`config.mk`:
```
export PLATFORM = sky130hd
export DESIGN_NAME = ieee_sqrt_bcd_capture
export DESIGN_NICKNAME = d
export VERILOG_FILES = /design/src/rtl/ieee_conv_pkg.sv /design/src/rtl/bin16_to_bcd5_seq.sv /design/src/rtl/ieee_sqrt_bcd_capture.sv
export SDC_FILE = /design/constraint.sdc
export NUM_CORES = 1
export LEC_CHECK = 0
export ABC_AREA = 1
export CORE_ASPECT_RATIO = 0.7
export CORE_MARGIN = 2
export CORE_UTILIZATION = 35
export CTS_CLUSTER_SIZE = 28
export DETAILED_ROUTE_END_ITERATION = 6
export DONT_BUFFER_PORTS = 1
export SLEW_MARGIN = 0
export SYNTH_ARGS = -nofsm -noshare
export SYNTH_HDL_FRONTEND = slang
export SYNTH_SLANG_ARGS = --single-unit
```
`constraint.sdc`:
```
create_clock -name clk -period 6.3 [get_ports clk]
set_clock_uncertainty 0.1 [all_clocks]
set_input_delay 0.315 -clock clk [delete_from_list [all_inputs] [get_ports clk]]
set_output_delay 0.315 -clock clk [all_outputs]
set_load 0.01 [all_outputs]
```
`src/rtl/ieee_conv_pkg.sv`:
```
// Shared constants, FSM states and digit helpers for the
// IEEE-754 to BCD capture stage.
package ieee_conv_pkg;

  localparam int EXP_BIAS = 127;
  localparam int EXP_OVF  = 143;
  localparam int Q_FRAC   = 8;
  // exponent at which the 24-bit mantissa is already Q16.8
  localparam int Q_ALIGN  = EXP_BIAS + 23 - Q_FRAC;

  typedef enum logic [1:0] {
    IDLE,
    ALIGN,
    DABBLE,
    DONE
  } state_e;

  function automatic logic [19:0] dabble_step(
    input logic [19:0] bcd,
    input logic        b
  );
    logic [19:0] a;
    a = bcd;
    for (int k = 0; k < 5; k++) begin
      if (a[4*k +: 4] >= 4'd5)
        a[4*k +: 4] = a[4*k +: 4] + 4'd3;
    end
    return {a[18:0], b};
  endfunction

  // two truncated decimal digits of an 8-bit binary fraction
  function automatic logic [7:0] frac_digits(
    input logic [7:0] f
  );
    logic [14:0] p;
    logic [6:0]  g;
    logic [3:0]  t;
    p = (15'(f) << 6) + (15'(f) << 5) + (15'(f) << 2);
    g = p[14:8];
    t = 4'd0;
    if (g >= 7'd80) begin t = t + 4'd8; g = g - 7'd80; end
    if (g >= 7'd40) begin t = t + 4'd4; g = g - 7'd40; end
    if (g >= 7'd20) begin t = t + 4'd2; g = g - 7'd20; end
    if (g >= 7'd10) begin t = t + 4'd1; g = g - 7'd10; end
    return {t, g[3:0]};
  endfunction

endpackage

```
`src/rtl/bin16_to_bcd5_seq.sv`:
```
// Sequential double-dabble: 16-bit binary to 5 BCD digits,
// one bit per cycle, done pulses once the last bit is in.
module bin16_to_bcd5_seq
  import ieee_conv_pkg::*;
(
  input  logic        clk,
  input  logic        reset,
  input  logic        start,
  input  logic [15:0] bin,
  output logic [19:0] bcd,
  output logic        done
);

  logic [14:0] sh;
  logic [3:0]  cnt;
  logic        run;

  // start already shifts in the MSB, so 15 more cycles remain
  always_ff @(posedge clk) begin
    if (reset) begin
      sh   <= '0;
      cnt  <= '0;
      run  <= 1'b0;
      bcd  <= '0;
      done <= 1'b0;
    end else begin
      done <= 1'b0;
      if (start) begin
        sh  <= bin[14:0];
        bcd <= dabble_step(20'd0, bin[15]);
        cnt <= 4'd1;
        run <= 1'b1;
      end else if (run) begin
        sh  <= {sh[13:0], 1'b0};
        bcd <= dabble_step(bcd, sh[14]);
        cnt <= cnt + 4'd1;
        if (cnt == 4'd15) begin
          run  <= 1'b0;
          done <= 1'b1;
        end
      end
    end
  end

endmodule

```
`src/rtl/ieee_sqrt_bcd_capture.sv`:
```
// Waits for the sqrt loop output to settle, then converts it
// to 5.2 BCD digits with sign, overflow and NaN flags.
module ieee_sqrt_bcd_capture
  import ieee_conv_pkg::*;
#(
  parameter int SETTLE_CNT = 8
) (
  input  logic        clk,
  input  logic        reset,
  input  logic        sample_en,
  input  logic [31:0] ieee_in,
  output logic [19:0] bcd_int,
  output logic [7:0]  bcd_frac,
  output logic        neg,
  output logic        ovf,
  output logic        nan,
  output logic        valid,
  output logic        busy
);

  localparam int CW = $clog2(SETTLE_CNT + 1);
  localparam logic [CW-1:0] SAT = CW'(SETTLE_CNT);

  state_e state, state_n;

  logic [31:0]   prev;
  logic [31:0]   last_conv;
  logic [31:0]   work;
  logic [CW-1:0] cnt;

  logic          w_neg;
  logic          w_nan;
  logic          w_ovf;
  logic [7:0]    w_frac;

  logic          trig;
  logic          dab_start;
  logic          dab_done;
  logic [19:0]   dab_bcd;

  logic [7:0]    e;
  logic [23:0]   m;
  logic [7:0]    rsh;
  logic          a_nan;
  logic          a_ovf;
  logic [23:0]   q;

  always_ff @(posedge clk) begin
    if (reset) begin
      prev <= '0;
      cnt  <= '0;
    end else if (sample_en) begin
      if (ieee_in == prev) begin
        if (cnt != SAT)
          cnt <= cnt + CW'(1);
      end else begin
        prev <= ieee_in;
        cnt  <= CW'(1);
      end
    end
  end

  assign trig = (state == IDLE) && (cnt == SAT) &&
                (prev != last_conv);

  assign e     = work[30:23];
  assign m     = {1'b1, work[22:0]};
  assign a_nan = (e == 8'hFF) && (|work[22:0]);
  assign a_ovf = !a_nan && (e >= 8'(EXP_OVF));
  assign rsh   = 8'(Q_ALIGN) - e;

  // only right shifts remain once overflow is excluded
  always_comb begin
    q = '0;
    if (!a_nan && !a_ovf && e != 8'd0 && rsh < 8'd24)
      q = m >> rsh;
  end

  assign dab_start = (state == ALIGN);

  bin16_to_bcd5_seq u_dabble (
    .clk   (clk),
    .reset (reset),
    .start (dab_start),
    .bin   (q[23:8]),
    .bcd   (dab_bcd),
    .done  (dab_done)
  );

  always_ff @(posedge clk) begin
    if (reset)
      state <= IDLE;
    else
      state <= state_n;
  end

  always_comb begin
    state_n = state;
    unique case (state)
      IDLE:   if (trig) state_n = ALIGN;
      ALIGN:  state_n = DABBLE;
      DABBLE: if (dab_done) state_n = DONE;
      DONE:   state_n = IDLE;
      default: state_n = IDLE;
    endcase
  end

  assign busy = (state != IDLE);

  always_ff @(posedge clk) begin
    if (reset) begin
      work      <= '0;
      last_conv <= 32'hFFFF_FFFF;
      w_neg     <= 1'b0;
      w_nan     <= 1'b0;
      w_ovf     <= 1'b0;
      w_frac    <= '0;
    end else begin
      if (state == IDLE && trig) begin
        work      <= prev;
        last_conv <= prev;
      end
      if (state == ALIGN) begin
        w_neg  <= work[31];
        w_nan  <= a_nan;
        w_ovf  <= a_ovf;
        w_frac <= frac_digits(q[7:0]);
      end
    end
  end

  always_ff @(posedge clk) begin
    if (reset) begin
      bcd_int  <= '0;
      bcd_frac <= '0;
      neg      <= 1'b0;
      ovf      <= 1'b0;
      nan      <= 1'b0;
      valid    <= 1'b0;
    end else begin
      valid <= 1'b0;
      if (state == DABBLE && dab_done) begin
        valid <= 1'b1;
        neg   <= w_neg;
        ovf   <= w_ovf;
        nan   <= w_nan;
        if (w_ovf) begin
          bcd_int  <= 20'h99999;
          bcd_frac <= 8'h99;
        end else if (w_nan) begin
          bcd_int  <= '0;
          bcd_frac <= '0;
        end else begin
          bcd_int  <= dab_bcd;
          bcd_frac <= w_frac;
        end
      end
    end
  end

endmodule

```
==> After elaboration in Yosys (flattened, before gate mapping) <==
Index checks and enable logic that the tools add are counted.
Widths: inputs -> output; s select.
{ "totals": {"in_bits": 35, "regBits": 186, "n_memories": 0, "latch_bits": 0, "mem_bits_rw": 0, "rom_bits": 0} }
{ "classes": {"n_div": 0, "eq_ne": 12, "muxes": 46, "add_sub_neg": 17, "n_bitwise": 2, "order_cmp": 11, "multipliers": 0, "n_reduce_logical": 21, "n_shift": 1} }
{ "op_table": {"columns": ["op", "count"], "rows": [
  ["$mux 4", 17],
  ["$mux 7", 9],
  ["$mux 20", 2],
  ["$eq 32x32->1", 1],
  ["$ne 32x32->1", 1],
  ["$mux 15", 2],
  ["$mux 24", 1],
  ["$shr 24x8->24", 1],
  ["$reduce_or 23->1", 1],
  ["$add 4x2->4 const B", 5],
  ["$ge 4x3->1 const B", 5],
  ["$mux 8", 2],
  ["$add 14x13->15", 1],
  ["$add 15x10->15", 1],
  ["$add 4x1->4 const B", 3],
  ["$logic_and 1x1->1", 9],
  ["$mux 1", 9],
  ["$eq 4x4->1 const B", 2],
  ["$eq 8x8->1 const B", 1],
  ["$ge 8x8->1 const B", 1],
  ["$lt 8x5->1 const B", 1],
  ["$pmux 2 s4", 1],
  ["$reduce_bool 8->1", 1],
  ["$sub 8x8->8 const A", 1],
  ["other kinds (24)", 32]
]} }

==> Longest topological paths before layout <==
{ "logic_depth": {"ltp_word": 25, "mapped_depth": 51, "mapped_depth_nobuf": 50} }

==> Cells and area by module <==
A second synthesis with hierarchy kept.
{ "hier_totals": {"hier_cells": 1499, "area_unflattened_um2": 10382.5} }
{ "modules_own_cells": {"columns": ["mod", "instances", "cells_per_inst", "area_per_inst_um2", "seq_area_each_um2"], "rows": [
  ["ieee_sqrt_bcd_capture", 1, 1183, 8204.1, 2902.8],
  ["bin16_to_bcd5_seq", 1, 316, 2178.3, 820.8]
]} }

==> Least setup slack after synthesis <==
Ideal clock, no wire load.
{ "synth_path": {"kind": "register to register", "from": "register work[23]", "to": "register w_frac[1]", "required_ns": 6.086, "synth_period_minus_slack_ns": 5.572, "setup_ns": 0.114, "setup_slack_ns": 0.728, "arrival_time_ns": 5.359, "stages_incl_launch_ff": 44, "cell_sequence": "dfxtp_1 -> inv_1 -> buf_2 -> buf_1 -> ha_1 -> inv_1 -> buf_2 -> clkbuf_1 -> a31oi_1 -> o21ai_0 -> nand2_1 -> nand2_1 -> o22ai_1 -> nor2_1 -> inv_1 -> fa_1 -> inv_1 -> ha_1 -> [... 8 more ...] -> nand2_2 -> inv_1 -> nand2_2 -> nand4_1 -> nand3_2 -> nand2_2 -> nand2_2 -> nand2_1 -> nand2_1 -> inv_1 -> ha_1 -> inv_1 -> nand3_2 -> nand2_1 -> inv_1 -> nand3_1 -> nand3_1 -> nand2_1"} }
{ "synth_via": {"elab_chain_cells": 25, "word_cells_on_any_way": 34} }
{ "synth_lines": {"columns": ["element", "line_no", "text"], "rows": [
  ["from (decl)", "ieee_sqrt_bcd_capture.sv:28", "logic [31:0] work;"],
  ["from (signal assigned)", "ieee_sqrt_bcd_capture.sv:120", "work <= prev;"],
  ["branches (longest 8 deep; another with $sub 8x8->8)", null, null],
  ["$mux 24 (*)", "ieee_sqrt_bcd_capture.sv:75", "if (!a_nan && !a_ovf && e != 8'd0 && rsh < 8'd24)"],
  ["$add 14x13->15", "ieee_conv_pkg.sv:38", "p = (15'(f) << 6) + (15'(f) << 5) + (15'(f) << 2);"],
  ["$add 15x10->15 (*)", "ieee_conv_pkg.sv:38", null],
  ["$sub 7x7->7 / $ge 7x7->1 (equally long branches)", "ieee_conv_pkg.sv:41", "if (g >= 7'd80) begin t = t + 4'd8; g = g - 7'd80; end"],
  ["$mux 7 (*)", "ieee_conv_pkg.sv:41", null],
  ["$mux 7 (*)", "ieee_sqrt_bcd_capture.sv:123", "if (state == ALIGN) begin"],
  ["$mux 7 (*)", "ieee_sqrt_bcd_capture.sv:111", "if (reset) begin"],
  ["[... 2 more ...]", null, null],
  ["$mux 7 (*)", "ieee_sqrt_bcd_capture.sv:123", null],
  ["$mux 7 (*)", "ieee_sqrt_bcd_capture.sv:111", null],
  ["$sub 7x5->7 / $ge 7x5->1 (equally long branches)", "ieee_conv_pkg.sv:43", "if (g >= 7'd20) begin t = t + 4'd2; g = g - 7'd20; end"],
  ["$mux 7 (*)", "ieee_conv_pkg.sv:43", null],
  ["$mux 7 (*)", "ieee_sqrt_bcd_capture.sv:123", null],
  ["$mux 7 (*)", "ieee_sqrt_bcd_capture.sv:111", null],
  ["$ge 7x4->1 / $sub 4x4->4 (equally long branches)", "ieee_conv_pkg.sv:44", "if (g >= 7'd10) begin t = t + 4'd1; g = g - 7'd10; end"],
  ["$mux 4 (*)", "ieee_conv_pkg.sv:44", null],
  ["to (signal assigned)", "ieee_sqrt_bcd_capture.sv:127", "w_frac <= frac_digits(q[7:0]);"],
  ["to (decl)", "ieee_sqrt_bcd_capture.sv:34", "logic [7:0] w_frac;"]
]} }
Every way passes the cells marked *. The select of a mux whose other input is x is not followed.
A chain may end at the register's enable or synchronous reset.

==> Final worst setup path <==
Ends and elaborated chain as after synthesis.

==> flow_metrics.py <==
metrics = {
    "routing": {
        "vias": 9349,
        "vias_per_cell": 5.191,
        "wl_per_cell_um": 15.09,
        "finalWirelength_um": 27180,
        "initialDrtViolationCount": 942,
        "drtAntennaViolNets": 0,
        "drc": 0,
        "first_pass_iters": 6,
    },
    "floorplanning": {
        "die_w_um": 206.7,
        "core_area_mm2": 0.02808,
        "ios": 68,
        "core.rowCount": 51,
        "fp.dieH_um": 145.9,
        "fp.dieArea_mm2": 0.03017,
        "initial_core_util_pct": 35.87,
    },
    "flow_run": {
        "maxCapViolCount": 0,
    },
    "timing": {
        "worstMarginPinSlew_ns": 1.098,
        "relSlewSlack_pct": 26.75,
        "max_freq_ghz": 0.1733,
        "grt_setup_unrepaired": "no",
        "drv_slew": 0,
        "fin_setup_tns_ns": 0,
        "fin_crit_sh_pct": 91.61,
        "min_period_ns": 5.772,
        "finalHoldViolations": 0,
        "finalSetupViolations": 0,
    },
    "finish": {
        "syn_to_final_growth_pct": 13.63,
        "fin_nets": 1487,
        "diodes": 0,
        "drive_gt1_share_pct": 8.671,
        "fin_area_mm2": 0.01144,
        "final_cells": 1801,
    },
    "worst_setup_path": {
        "path_class": "flip-flop to flip-flop",
        "critPathLaunchType": "flip-flop",
        "cp_common_cell": "nand2_1",
        "worstPathRequired_ns": 6.53,
        "cp-end-kind": "flip-flop",
        "critPathSlowestCell": "fa_1",
        "worstPathMaxFanout": 9,
        "critical_path.max_stage_delay_ns": 0.50,
        "r2r_slack_ns": 0.53,
        "arrival_ns": 6.01,
    },
    "grt": {
        "antenna_found_initial": 0,
        "grt_pass1_wl_um": 44370,
        "grt_pass1_vias": 8572,
        "grt-ovfl-total": 0,
        "grt.total_usage_pct": 18.13,
        "grt_start_max_net_pins": 87,
    },
    "cts": {
        "htree_levels": 4,
        "insertion_delay_ns": 0.44,
        "cts_buffers": 17,
        "cts_num_sinks": 186,
        "clkTransAtPathRegs_ns": 0.08,
        "clockBufferDepth": 2,
        "root_buffer": "clkbuf_16",
        "cts_tree": "built",
    },
    "logic_synthesis": {
        "yosysMostFrequentCell": "nand2_1",
        "yosys-top-cells-count": "nand2_1 (308), dfxtp_1 (186), nand3_1 (141), a21oi_1 (129), o21ai_0 (113)",
        "yosysWarnings": 0,
        "ys_ff_latch": 186,
        "synth_fa_ha_area_share_pct": 4.647,
        "syn_nets": 1484,
        "synthFlopType": "dfxtp_1",
        "synthMuxAreaShare_pct": 0,
        "synth_area_leaders": "dfxtp_1 (37%), nand2_1 (11%), nand3_1 (7.0%), a21oi_1 (6.4%), o21ai_0 (5.6%)",
        "syn_area_mm2": 0.01007,
        "syn_inst": 1414,
        "yosysTopAreaCellShare_pct": 36.97,
        "synth_top_family_by_area": "simple AND/OR/NAND/NOR gates",
        "synth_top_area_cell": "dfxtp_1",
        "ys_types": 53,
        "yosys.area_share.simple_pct": 28.57,
        "synth_xor_area_share_pct": 6.162,
        "avgSynthCellArea_um2": 7.122,
        "synthArstFlopShare_pct": 0,
        "synth_compound_area_share_pct": 16.26,
        "synth_edf_count": 0,
        "ys_seq_area_share_pct": 36.97,
    },
    "outcome": {
        "status": "finished, final reports clean",
    },
    "pwr": {
        "leakage_nw": 4.810,
        "peakVddDrop_mv": 0.1431,
        "powerDensity_mw_per_mm2": 256.9,
    },
    "placed_design": {
        "placedCellCount": 1727,
        "gp_congestion": 0.8997,
        "post_dp_cell_area_mm2": 0.01034,
        "hpwlAfterDp_um": 18940,
        "io_buffers": 0,
    },
    "worst_hold_path": {
        "min_path_type": "primary input to flip-flop",
    },
}
area by class of cell:
class	count	area, um2
fillers	2856	16630
multi-input cells	1041	5638
flip-flops and latches	186	3726
repair buffers	54	513.0
well taps	371	464.2
inverters	117	439.2
clock buffers	17	425.4
clock inverters	15	237.7
per-stage QoR:
stage	worst slack, ns	util [%]	hold WS [ns]	total power [W]
3_3_place_gp	0.5810	36.82	0.2899	0.001725
2_1_floorplan	0.7276	-	0.3262	0.001646
3_5_place_dp	0.4139	36.82	0.2926	0.001732
6_report	0.5285	40.76	0.02843	0.002940
5_1_grt	0.03579	40.76	0.05457	0.003082
4_1_cts	0.4046	40.42	0.01254	0.002955
critical path, delay by kind of cell (launching register included):
| family | cells | cell delay [ns] |
|---|---|---|
| AND/OR/NAND/NOR | 27 | 2.73 |
| adder cells (fa/ha/maj) | 4 | 1.26 |
| buffers and inverters | 7 | 0.59 |
| AO/OA/AOI/OAI | 3 | 0.59 |
| flip-flops | 1 | 0.39 |
registers in the layout (all words and copies together) (netlist names):
register and cells:
u_dabble.done 1, state 2, u_dabble.run 1, u_dabble.sh 15
u_dabble.bcd 20, bcd_frac 8, w_ovf 1, cnt 4
w_neg 1, prev 32, work 32, valid 1
w_frac 8, bcd_int 20, last_conv 32, w_nan 1
neg 1, nan 1, u_dabble.cnt 4, ovf 1
worst paths after layout:
path / startpoint / end / cells after the start
max: work[23]$_SDFFE_PP0P_ / w_frac[1]$_SDFFE_PP0P_ / 41
min: sample_en / cnt[1]$_SDFFE_PP0P_ / 4
max reg2reg: work[23]$_SDFFE_PP0P_ / w_frac[1]$_SDFFE_PP0P_ / 41
min reg2reg: u_dabble.sh[0]$_SDFFE_PP0P_ / u_dabble.sh[0]$_SDFFE_PP0P_ / 2
where the power goes:
group	switching [W]	total, W	internal, W
combinational	0.000235	0.000373	0.000138
clock	0.000545	0.00120	0.000658
sequential	0.0000908	0.00136	0.00127
total	0.000871	0.00294	0.00207
timing repair:
action	CTS	global route
buffers inserted	0	7
resized for setup	0	9
hold buffers	33	0
endpoints found under the hold margin	101	0
setup endpoints to repair	0	4
logic make-up after synthesis:
| kind of cell | count (synthesis) |
|---|---|
| compound gates | 295 |
| xor+xnor | 70 |
| fa+ha+maj | 35 |
| buf+inv | 189 |
| flops | 186 |
| simple gates | 639 |
layout by cell type (no fill, tap or decap), drive strengths merged, types with 18 or more instances in the layout:
master       count
a21oi          130
buf             22
dfxtp          186
dlygate4sd3     32
ha              31
inv            124
nand2          335
nand3          150
nand4           22
nor2            97
o211ai          18
o21ai          115
xnor2           36
xor2            34
layer usage:
layer,GRT usage (%),vias to the layer above,part of all wire (%)
met5,0,-,0
met4,3.227,0,0.76
met3,3.986,20,6.3
met2,26.27,259,42
met1,27.47,4331,51
li1,-,4739,-
No activity file was read; power rests on OpenSTA's default activity.
